**config.mk**
```make
export PLATFORM = sky130hd
export DESIGN_NAME = exmem_reg_flat
export DESIGN_NICKNAME = d
export VERILOG_FILES = /design/src/rtl/mips_pkg.sv /design/src/rtl/exmem_reg_if.sv /design/src/rtl/exmem_addr_chk.sv /design/src/rtl/exmem_reg.sv /design/src/flat_wrapper.sv
export SDC_FILE = /design/constraint.sdc
export NUM_CORES = 1
export LEC_CHECK = 0
export CAP_MARGIN = 20
export CORE_AREA = 3 3 156 158
export CTS_CLUSTER_DIAMETER = 150
export DETAILED_ROUTE_END_ITERATION = 10
export DIE_AREA = 0 0 159 161
export PLACE_DENSITY_LB_ADDON = 0.25
export SLEW_MARGIN = 5
export SYNTH_ARGS = -nofsm -noshare
export SYNTH_HDL_FRONTEND = slang
export SYNTH_SLANG_ARGS = --single-unit
```
**constraint.sdc**
```tcl
create_clock -name clk -period 2.35 [get_ports clk]
set_clock_uncertainty 0.2 [all_clocks]
set_input_delay 0.3525 -clock clk [delete_from_list [all_inputs] [get_ports clk]]
set_output_delay 0.3525 -clock clk [all_outputs]
set_load 0.005 [all_outputs]
```
**src/rtl/mips_pkg.sv**
```systemverilog
// ============================================================================
//  Module      : mips_pkg
//  Description : Shared MIPS core definitions: opcode field location, memory
//                opcodes, CP0 exception codes and the EX/MEM register bundle.
//  Revision    : 1.0  initial release
// ============================================================================
`default_nettype none

package mips_pkg;

    // Location of the primary opcode inside an instruction word
    localparam int OP_MSB = 31;
    localparam int OP_LSB = 26;

    // Memory-access opcodes
    localparam logic [5:0] OP_LB  = 6'h20;
    localparam logic [5:0] OP_LH  = 6'h21;
    localparam logic [5:0] OP_LW  = 6'h23;
    localparam logic [5:0] OP_LBU = 6'h24;
    localparam logic [5:0] OP_LHU = 6'h25;
    localparam logic [5:0] OP_SB  = 6'h28;
    localparam logic [5:0] OP_SH  = 6'h29;
    localparam logic [5:0] OP_SW  = 6'h2b;

    // CP0 ExcCode values (Cause[6:2])
    localparam logic [4:0] EXC_NONE = 5'd0;
    localparam logic [4:0] EXC_ADEL = 5'd4;
    localparam logic [4:0] EXC_ADES = 5'd5;
    localparam logic [4:0] EXC_OV   = 5'd12;

    // Kind of memory access an instruction performs
    typedef enum logic [1:0] {
        MEM_NONE  = 2'd0,
        MEM_LOAD  = 2'd1,
        MEM_STORE = 2'd2
    } mem_kind_t;

    // Everything the MEM stage receives from EX
    typedef struct packed {
        logic [31:0] ir;
        logic [31:0] pc;
        logic [31:0] pc8;
        logic [31:0] ao;
        logic [31:0] mdo;
        logic [31:0] rt;
        logic        bd;
        logic        valid;
        logic [4:0]  excode;
    } exmem_bundle_t;

    // Extract the primary opcode of an instruction
    function automatic logic [5:0] op_of(input logic [31:0] ir);
        return ir[OP_MSB:OP_LSB];
    endfunction

endpackage

`default_nettype wire

```
**src/rtl/exmem_reg_if.sv**
```systemverilog
// ============================================================================
//  Module      : exmem_reg_if
//  Description : EX-side inputs, stage control and MEM-side outputs of the
//                EX/MEM pipeline register.
//  Revision    : 1.0  initial release
// ============================================================================
`default_nettype none

interface exmem_reg_if;

    // Stage control
    logic        en;
    logic        flush;

    // EX side
    logic [31:0] IR_E;
    logic [31:0] PC_E;
    logic [31:0] PC8_E;
    logic [31:0] ALU;
    logic [31:0] Mult_Div;
    logic [31:0] RT_E;
    logic        ov_E;
    logic        BD_E;
    logic [6:2]  excode_E;

    // MEM side
    logic [31:0] IR_M;
    logic [31:0] PC_M;
    logic [31:0] PC8_M;
    logic [31:0] AO_M;
    logic [31:0] MDO_M;
    logic [31:0] RT_M;
    logic        BD_M;
    logic        valid_M;
    logic [6:2]  excode_M;

    // EX stage / hazard unit side
    modport master (
        output en, flush, IR_E, PC_E, PC8_E, ALU, Mult_Div, RT_E, ov_E, BD_E, excode_E,
        input  IR_M, PC_M, PC8_M, AO_M, MDO_M, RT_M, BD_M, valid_M, excode_M
    );

    // Pipeline register side
    modport slave (
        input  en, flush, IR_E, PC_E, PC8_E, ALU, Mult_Div, RT_E, ov_E, BD_E, excode_E,
        output IR_M, PC_M, PC8_M, AO_M, MDO_M, RT_M, BD_M, valid_M, excode_M
    );

endinterface

`default_nettype wire

```
**src/rtl/exmem_addr_chk.sv**
```systemverilog
// ============================================================================
//  Module      : exmem_addr_chk
//  Description : Combinational address / overflow exception check for an
//                instruction leaving EX. Produces the ExcCode to carry into MEM.
//                Optional build macro EXMEM_DEV_SUBWORD_CHK_EN makes device
//                windows word-only (sub-word loads/stores to them fault).
//  Revision    : 1.0  initial release
// ============================================================================
`default_nettype none

module exmem_addr_chk
    import mips_pkg::*;
#(
    parameter logic [31:0] DM_TOP      = 32'h0000_2fff,
    parameter int          NUM_DEV     = 2,
    parameter logic [31:0] DEV_BASE    = 32'h0000_7f00,
    parameter logic [31:0] DEV_STRIDE  = 32'h0000_0010,
    parameter int          DEV_SPAN    = 12,
    parameter int          DEV_WR_SPAN = 8
) (
    input  wire logic [31:0] ir,
    input  wire logic [31:0] addr,
    input  wire logic        ov,
    input  wire logic [6:2]  excode_in,
    output logic      [6:2]  next_excode
);

    // Window math is done 4 bits wider so base + span can never wrap
    logic [35:0]        w_addr_wide;
    logic [NUM_DEV-1:0] w_win_rd;
    logic [NUM_DEV-1:0] w_win_wr;
    logic [5:0]         w_op;
    logic               w_unused_ir;

    assign w_addr_wide = {4'b0000, addr};
    assign w_op        = op_of(ir);
    assign w_unused_ir = ^ir[OP_LSB-1:0];

    for (genvar i = 0; i < NUM_DEV; i++) begin : g_win
        localparam logic [35:0] WIN_BASE = 36'(DEV_BASE) + 36'(i) * 36'(DEV_STRIDE);
        assign w_win_rd[i] = (w_addr_wide >= WIN_BASE) &&
                             (w_addr_wide <  WIN_BASE + 36'(DEV_SPAN));
        assign w_win_wr[i] = (w_addr_wide >= WIN_BASE) &&
                             (w_addr_wide <  WIN_BASE + 36'(DEV_WR_SPAN));
    end

    mem_kind_t w_kind;
    logic      w_misalign;
    logic      w_subword;
    logic      w_in_dm;
    logic      w_dev_rd;
    logic      w_dev_wr;
    logic      w_load_bad;
    logic      w_store_bad;

    // Decode the access, evaluate the address map and pick the exception
    always_comb begin
        w_kind     = MEM_NONE;
        w_misalign = 1'b0;
        w_subword  = 1'b0;
        case (w_op)
            OP_LW:         begin w_kind = MEM_LOAD;  w_misalign = (addr[1:0] != 2'b00); end
            OP_LH, OP_LHU: begin w_kind = MEM_LOAD;  w_misalign = addr[0]; w_subword = 1'b1; end
            OP_LB, OP_LBU: begin w_kind = MEM_LOAD;  w_subword  = 1'b1; end
            OP_SW:         begin w_kind = MEM_STORE; w_misalign = (addr[1:0] != 2'b00); end
            OP_SH:         begin w_kind = MEM_STORE; w_misalign = addr[0]; w_subword = 1'b1; end
            OP_SB:         begin w_kind = MEM_STORE; w_subword  = 1'b1; end
            default:       begin w_kind = MEM_NONE; end
        endcase

        w_in_dm  = (addr <= DM_TOP);
        w_dev_rd = |w_win_rd;
        w_dev_wr = |w_win_wr;

        // Stores into the read-only tail of a window (count register) fault
        w_load_bad  = w_misalign || ov || !(w_in_dm || w_dev_rd);
        w_store_bad = w_misalign || ov || !(w_in_dm || w_dev_wr);
`ifdef EXMEM_DEV_SUBWORD_CHK_EN
        if (w_subword && w_dev_rd) begin
            w_load_bad  = 1'b1;
            w_store_bad = 1'b1;
        end
`else
        w_load_bad  = w_load_bad  || (w_subword && 1'b0);
`endif

        if (excode_in != EXC_NONE) begin
            next_excode = excode_in;
        end else if (w_kind == MEM_LOAD && w_load_bad) begin
            next_excode = EXC_ADEL;
        end else if (w_kind == MEM_STORE && w_store_bad) begin
            next_excode = EXC_ADES;
        end else if (w_kind == MEM_NONE && ov) begin
            next_excode = EXC_OV;
        end else begin
            next_excode = EXC_NONE;
        end
    end

endmodule

`default_nettype wire

```
**src/rtl/exmem_reg.sv**
```systemverilog
// ============================================================================
//  Module      : exmem_reg
//  Description : EX/MEM pipeline register with stall, flush-to-bubble and a
//                registered address / overflow exception code.
//                Optional build macro EXMEM_DEV_SUBWORD_CHK_EN (see
//                exmem_addr_chk) makes device windows word-only.
//  Revision    : 1.0  initial release
// ============================================================================
`default_nettype none

module exmem_reg
    import mips_pkg::*;
#(
    parameter logic [31:0] DM_TOP      = 32'h0000_2fff,
    parameter int          NUM_DEV     = 2,
    parameter logic [31:0] DEV_BASE    = 32'h0000_7f00,
    parameter logic [31:0] DEV_STRIDE  = 32'h0000_0010,
    parameter int          DEV_SPAN    = 12,
    parameter int          DEV_WR_SPAN = 8
) (
    input  wire logic  clk,
    input  wire logic  reset,
    exmem_reg_if.slave bus
);

    logic [6:2]    w_next_excode;
    exmem_bundle_t r_m;

    exmem_addr_chk #(
        .DM_TOP      (DM_TOP),
        .NUM_DEV     (NUM_DEV),
        .DEV_BASE    (DEV_BASE),
        .DEV_STRIDE  (DEV_STRIDE),
        .DEV_SPAN    (DEV_SPAN),
        .DEV_WR_SPAN (DEV_WR_SPAN)
    ) u_addr_chk (
        .ir          (bus.IR_E),
        .addr        (bus.ALU),
        .ov          (bus.ov_E),
        .excode_in   (bus.excode_E),
        .next_excode (w_next_excode)
    );

    // Register bank: reset beats flush beats advance; otherwise hold.
    // A bubble keeps PC so CP0 still has a restart PC for interrupts.
    always_ff @(posedge clk) begin
        if (reset) begin
            r_m <= '0;
        end else if (bus.flush) begin
            r_m    <= '0;
            r_m.pc <= bus.PC_E;
        end else if (bus.en) begin
            r_m.ir     <= bus.IR_E;
            r_m.pc     <= bus.PC_E;
            r_m.pc8    <= bus.PC8_E;
            r_m.ao     <= bus.ALU;
            r_m.mdo    <= bus.Mult_Div;
            r_m.rt     <= bus.RT_E;
            r_m.bd     <= bus.BD_E;
            r_m.valid  <= 1'b1;
            r_m.excode <= w_next_excode;
        end
    end

    assign bus.IR_M     = r_m.ir;
    assign bus.PC_M     = r_m.pc;
    assign bus.PC8_M    = r_m.pc8;
    assign bus.AO_M     = r_m.ao;
    assign bus.MDO_M    = r_m.mdo;
    assign bus.RT_M     = r_m.rt;
    assign bus.BD_M     = r_m.bd;
    assign bus.valid_M  = r_m.valid;
    assign bus.excode_M = r_m.excode;

endmodule

`default_nettype wire

```
**src/flat_wrapper.sv**
```systemverilog
// flat-port wrapper written by rule: the top's interface ports become plain ports
module exmem_reg_flat import mips_pkg::*;
#(
    parameter logic [31:0] DM_TOP      = 32'h0000_2fff,
    parameter int          NUM_DEV     = 2,
    parameter logic [31:0] DEV_BASE    = 32'h0000_7f00,
    parameter logic [31:0] DEV_STRIDE  = 32'h0000_0010,
    parameter int          DEV_SPAN    = 12,
    parameter int          DEV_WR_SPAN = 8
)
  (clk, reset, bus_en, bus_flush, bus_IR_E, bus_PC_E, bus_PC8_E, bus_ALU, bus_Mult_Div, bus_RT_E, bus_ov_E, bus_BD_E, bus_excode_E, bus_IR_M, bus_PC_M, bus_PC8_M, bus_AO_M, bus_MDO_M, bus_RT_M, bus_BD_M, bus_valid_M, bus_excode_M);
  exmem_reg_if bus_i ();
  input  wire logic clk;
  input  wire logic reset;
  input wire logic [$bits(bus_i.en)-1:0] bus_en;
  input wire logic [$bits(bus_i.flush)-1:0] bus_flush;
  input wire logic [$bits(bus_i.IR_E)-1:0] bus_IR_E;
  input wire logic [$bits(bus_i.PC_E)-1:0] bus_PC_E;
  input wire logic [$bits(bus_i.PC8_E)-1:0] bus_PC8_E;
  input wire logic [$bits(bus_i.ALU)-1:0] bus_ALU;
  input wire logic [$bits(bus_i.Mult_Div)-1:0] bus_Mult_Div;
  input wire logic [$bits(bus_i.RT_E)-1:0] bus_RT_E;
  input wire logic [$bits(bus_i.ov_E)-1:0] bus_ov_E;
  input wire logic [$bits(bus_i.BD_E)-1:0] bus_BD_E;
  input wire logic [$bits(bus_i.excode_E)-1:0] bus_excode_E;
  output wire logic [$bits(bus_i.IR_M)-1:0] bus_IR_M;
  output wire logic [$bits(bus_i.PC_M)-1:0] bus_PC_M;
  output wire logic [$bits(bus_i.PC8_M)-1:0] bus_PC8_M;
  output wire logic [$bits(bus_i.AO_M)-1:0] bus_AO_M;
  output wire logic [$bits(bus_i.MDO_M)-1:0] bus_MDO_M;
  output wire logic [$bits(bus_i.RT_M)-1:0] bus_RT_M;
  output wire logic [$bits(bus_i.BD_M)-1:0] bus_BD_M;
  output wire logic [$bits(bus_i.valid_M)-1:0] bus_valid_M;
  output wire logic [$bits(bus_i.excode_M)-1:0] bus_excode_M;
  assign bus_i.en = bus_en;
  assign bus_i.flush = bus_flush;
  assign bus_i.IR_E = bus_IR_E;
  assign bus_i.PC_E = bus_PC_E;
  assign bus_i.PC8_E = bus_PC8_E;
  assign bus_i.ALU = bus_ALU;
  assign bus_i.Mult_Div = bus_Mult_Div;
  assign bus_i.RT_E = bus_RT_E;
  assign bus_i.ov_E = bus_ov_E;
  assign bus_i.BD_E = bus_BD_E;
  assign bus_i.excode_E = bus_excode_E;
  assign bus_IR_M = bus_i.IR_M;
  assign bus_PC_M = bus_i.PC_M;
  assign bus_PC8_M = bus_i.PC8_M;
  assign bus_AO_M = bus_i.AO_M;
  assign bus_MDO_M = bus_i.MDO_M;
  assign bus_RT_M = bus_i.RT_M;
  assign bus_BD_M = bus_i.BD_M;
  assign bus_valid_M = bus_i.valid_M;
  assign bus_excode_M = bus_i.excode_M;
  exmem_reg #(.DM_TOP(DM_TOP), .NUM_DEV(NUM_DEV), .DEV_BASE(DEV_BASE), .DEV_STRIDE(DEV_STRIDE), .DEV_SPAN(DEV_SPAN), .DEV_WR_SPAN(DEV_WR_SPAN)) u_core (.clk(clk), .reset(reset), .bus(bus_i));
endmodule
```
==> metrics.csv <==
metric;value;unit
TritonCTS sink count;199;
Worst-Skew Late Latency;0.42;ns
crit path DAT;2.04;ns
Crit Path Category;in2reg;
CP peak stage delay;0.44;ns
Post-CTS Setup Bufs;0;
yosys warns;0;
Final Setup Violations;0;
Fin. Hold Viols;0;
unrepaired setup endpoints after global routing;false;
die span in x;159;um
Critical Path Slowest Stage Cell;clkdlybuf4s50_1;
maximum vdd drop;0.499;mV
global-route wire length before repair;37000;um
Cell Area, Synth;7190;sq um
First-pass DRT Iterations;7;
PwrDens;619;nW/um^2
layout cells sized above 1;0.0453;
CTS tree;done;
post-cts hold buffer count;0;
sequential fraction of the synthesis area;0.554;
post-DR wirelength/cell;16.3;um
CTS root buf;clkbuf_16;
synth unique cells;33;
H-tree Lvls;4;
cells along the critical path;clkdlybuf4s50_1 -> nor4_1 -> buf_4 -> nand4_1 -> a311o_1 -> nor3_1 -> nor2_1;
fmax;519;MHz
clk slew on worst S/H paths;0.07;ns
via count;6248;
register-to-register setup slack;1.50;ns
critical path peak fanout;2;
Slew Viols, Final;0;
period utilisation layout;0.820;
number of global-route vias before repair;6441;
Final ANT Viol Nets;0;
Area Growth Syn to Fin;68.7;%
r2r endpoint;u_core.bus.RT_M[2]$_SDFFE_PP0P_;
routability cong.;0.773;
GR Util All Layers;0.180;
top_reg_cell synth;dfxtp_1;
pre-CTS worst setup slack;-0.0298;ns
syn_nets;928;
startpoint class of the critical path;primary input;
die area;25600;sq um
synthesized area per cell;9.92;sq um
count leader, synth;dfxtp_1;
Final min period;1.93;ns
top cell type's share of synthesized area;0.554;
worst reg-to-reg path cell count;2;
DP HPWL;17600;um
critical path required time;2.46;ns
initial antenna violation count;0;
Yosys top cell by area;dfxtp_1;
Post-DP Area;11600;sq um
TritonCTS Buffers;17;
GRT overflow;0;
Max Cap Viol;0;
worst slew pin tran;0.467;ns
Post-route DRC;0;
end of the worst hold path;u_core.bus.excode_M[5]$_SDFFE_PP0P_;
r2r startpoint;u_core.bus.RT_M[2]$_SDFFE_PP0P_;
Mapped Cells;725;
largest net degree at the start of global routing;85;
starting density of the core;0.309;
Seq cells post-synth;199;
clk buf depth;2;
Leakage;4.93;nW
Post-synth EDFFs;0;
DRT Wirelength;23600;um
top cells by area, synth;dfxtp_1 55%, mux2i_1 23%, nor2_1 8.9%;
Final WS setup;0.424;ns
nets@finish;1315;
n_diodes;0;
I/O pin count;402;
Hold Crit Class;in2reg;
Cell Rows;56;
result of the run;finished, final reports clean;
IO buf count;401;
Core Footprint;23300;sq um
synth cell count leaders;199 x dfxtp_1, 171 x nor2_1, 163 x mux2i_1, 68 x nand2_1, 38 x buf_2;
vias per cell;4.33;
Die H;161;um
initial DRC count;285;
placed insts;1412;
ys async rst share;0;
final instance area;12100;sq um
Non-Filler Instances;1444;
slew margin rel.;0.689;
PostCTS Resize Cnt;0;
HP Start;bus_en;
CP Capture Type;flop;
Hold Crit Depth;2;
-- sequential cells by signal, summed over array words and instances, names as in the netlist --
name                 cells
u_core.bus.AO_M         32
u_core.bus.BD_M          1
u_core.bus.IR_M         32
u_core.bus.MDO_M        32
u_core.bus.PC8_M        32
u_core.bus.PC_M         32
u_core.bus.RT_M         32
u_core.bus.excode_M      5
u_core.bus.valid_M       1
-- worst max-delay path: cells and delay by family --
family / cells / cell delay [ns]
simple gates: 4 / 0.74
compound gates: 1 / 0.34
buf+inv: 2 / 0.61
-- cell type report --
| type | instances | area, sq um |
|---|---|---|
| Clock inverter | 14 | 140 |
| Clock buffer | 18 | 429 |
| Multi-Input combinational cell | 475 | 2960 |
| Inverter | 3 | 11.3 |
| Sequential cell | 199 | 3980 |
| Tap cell | 319 | 399 |
| Timing Repair Buffer | 416 | 4210 |
| Fill cell | 2184 | 11100 |
-- through the flow --
step | hold slack [ns] | utilization | TNS (ns) | power [mW]
6_report | 0.195 | 0.521 | 0 | 7.51
5_1_grt | 0.211 | 0.521 | 0 | 7.85
4_1_cts | 0.180 | 0.521 | 0 | 7.64
3_5_place_dp | 0.242 | 0.497 | -0.0298 | 4.75
3_3_place_gp | 0.237 | 0.497 | -0.0318 | 4.73
2_1_floorplan | 0.248 | - | 0 | 4.03
-- routing by layer --
layer,part of all wire,routed length (um),vias up,global-route usage
met4,0.018,417,0,0.0489
li1,-,-,3187,-
met2,0.50,11900,201,0.316
met3,0.066,1550,21,0.0572
met1,0.41,9730,2839,0.212
met5,0,0,-,0
-- cells in the final DEF (no fill, tap or decap), drive strengths merged, types with 2 or more instances in the layout --
cell type / Yosys / final
clkdlybuf4s50: 0 / 400
dfxtp: 199 / 199
nor2: 172 / 172
mux2i: 163 / 163
nand2: 68 / 68
a21oi: 37 / 37
clkbuf: 8 / 18
buf: 40 / 16
inv: 3 / 11
o21ai: 6 / 6
clkinv: 0 / 6
nor4: 4 / 4
nor3: 3 / 3
nand4: 2 / 2
nand2b: 2 / 2
or2: 2 / 2
-- cells by family (layout without fill, tap and decap cells) --
| logic type | Yosys count | count (layout) | synth area share |
|---|---|---|---|
| AND/OR/NAND/NOR | 260 | 260 | 0.144 |
| buffers and inverters | 51 | 451 | 0.0348 |
| flip-flops | 199 | 199 | 0.554 |
| multiplexers | 163 | 163 | 0.227 |
| AO/OA/AOI/OAI | 52 | 52 | 0.0402 |
-- power by group --
part           switching, mW  internal (mW)  total, mW
combinational          0.401          0.697       1.10
sequential            0.0623           3.50       3.56
clock                   1.43           1.42       2.85
total                   1.90           5.61       7.51
-- worst max path at each step --
stage,from,endpoint,cells past startpoint
finish,bus_ALU[25],u_core.bus.excode_M[2]$_SDFFE_PP0P_,7
global route,bus_ALU[25],u_core.bus.excode_M[2]$_SDFFE_PP0P_,7
CTS,u_core.bus.AO_M[31]$_SDFFE_PP0P_,bus_AO_M[31],1
detailed placement,bus_ALU[25],u_core.bus.excode_M[2]$_SDFFE_PP0P_,7
global placement,bus_ALU[25],u_core.bus.excode_M[2]$_SDFFE_PP0P_,7
floorplan,bus_ALU[29],u_core.bus.excode_M[2]$_SDFFE_PP0P_,4
(Power assumes the default switching activity.)
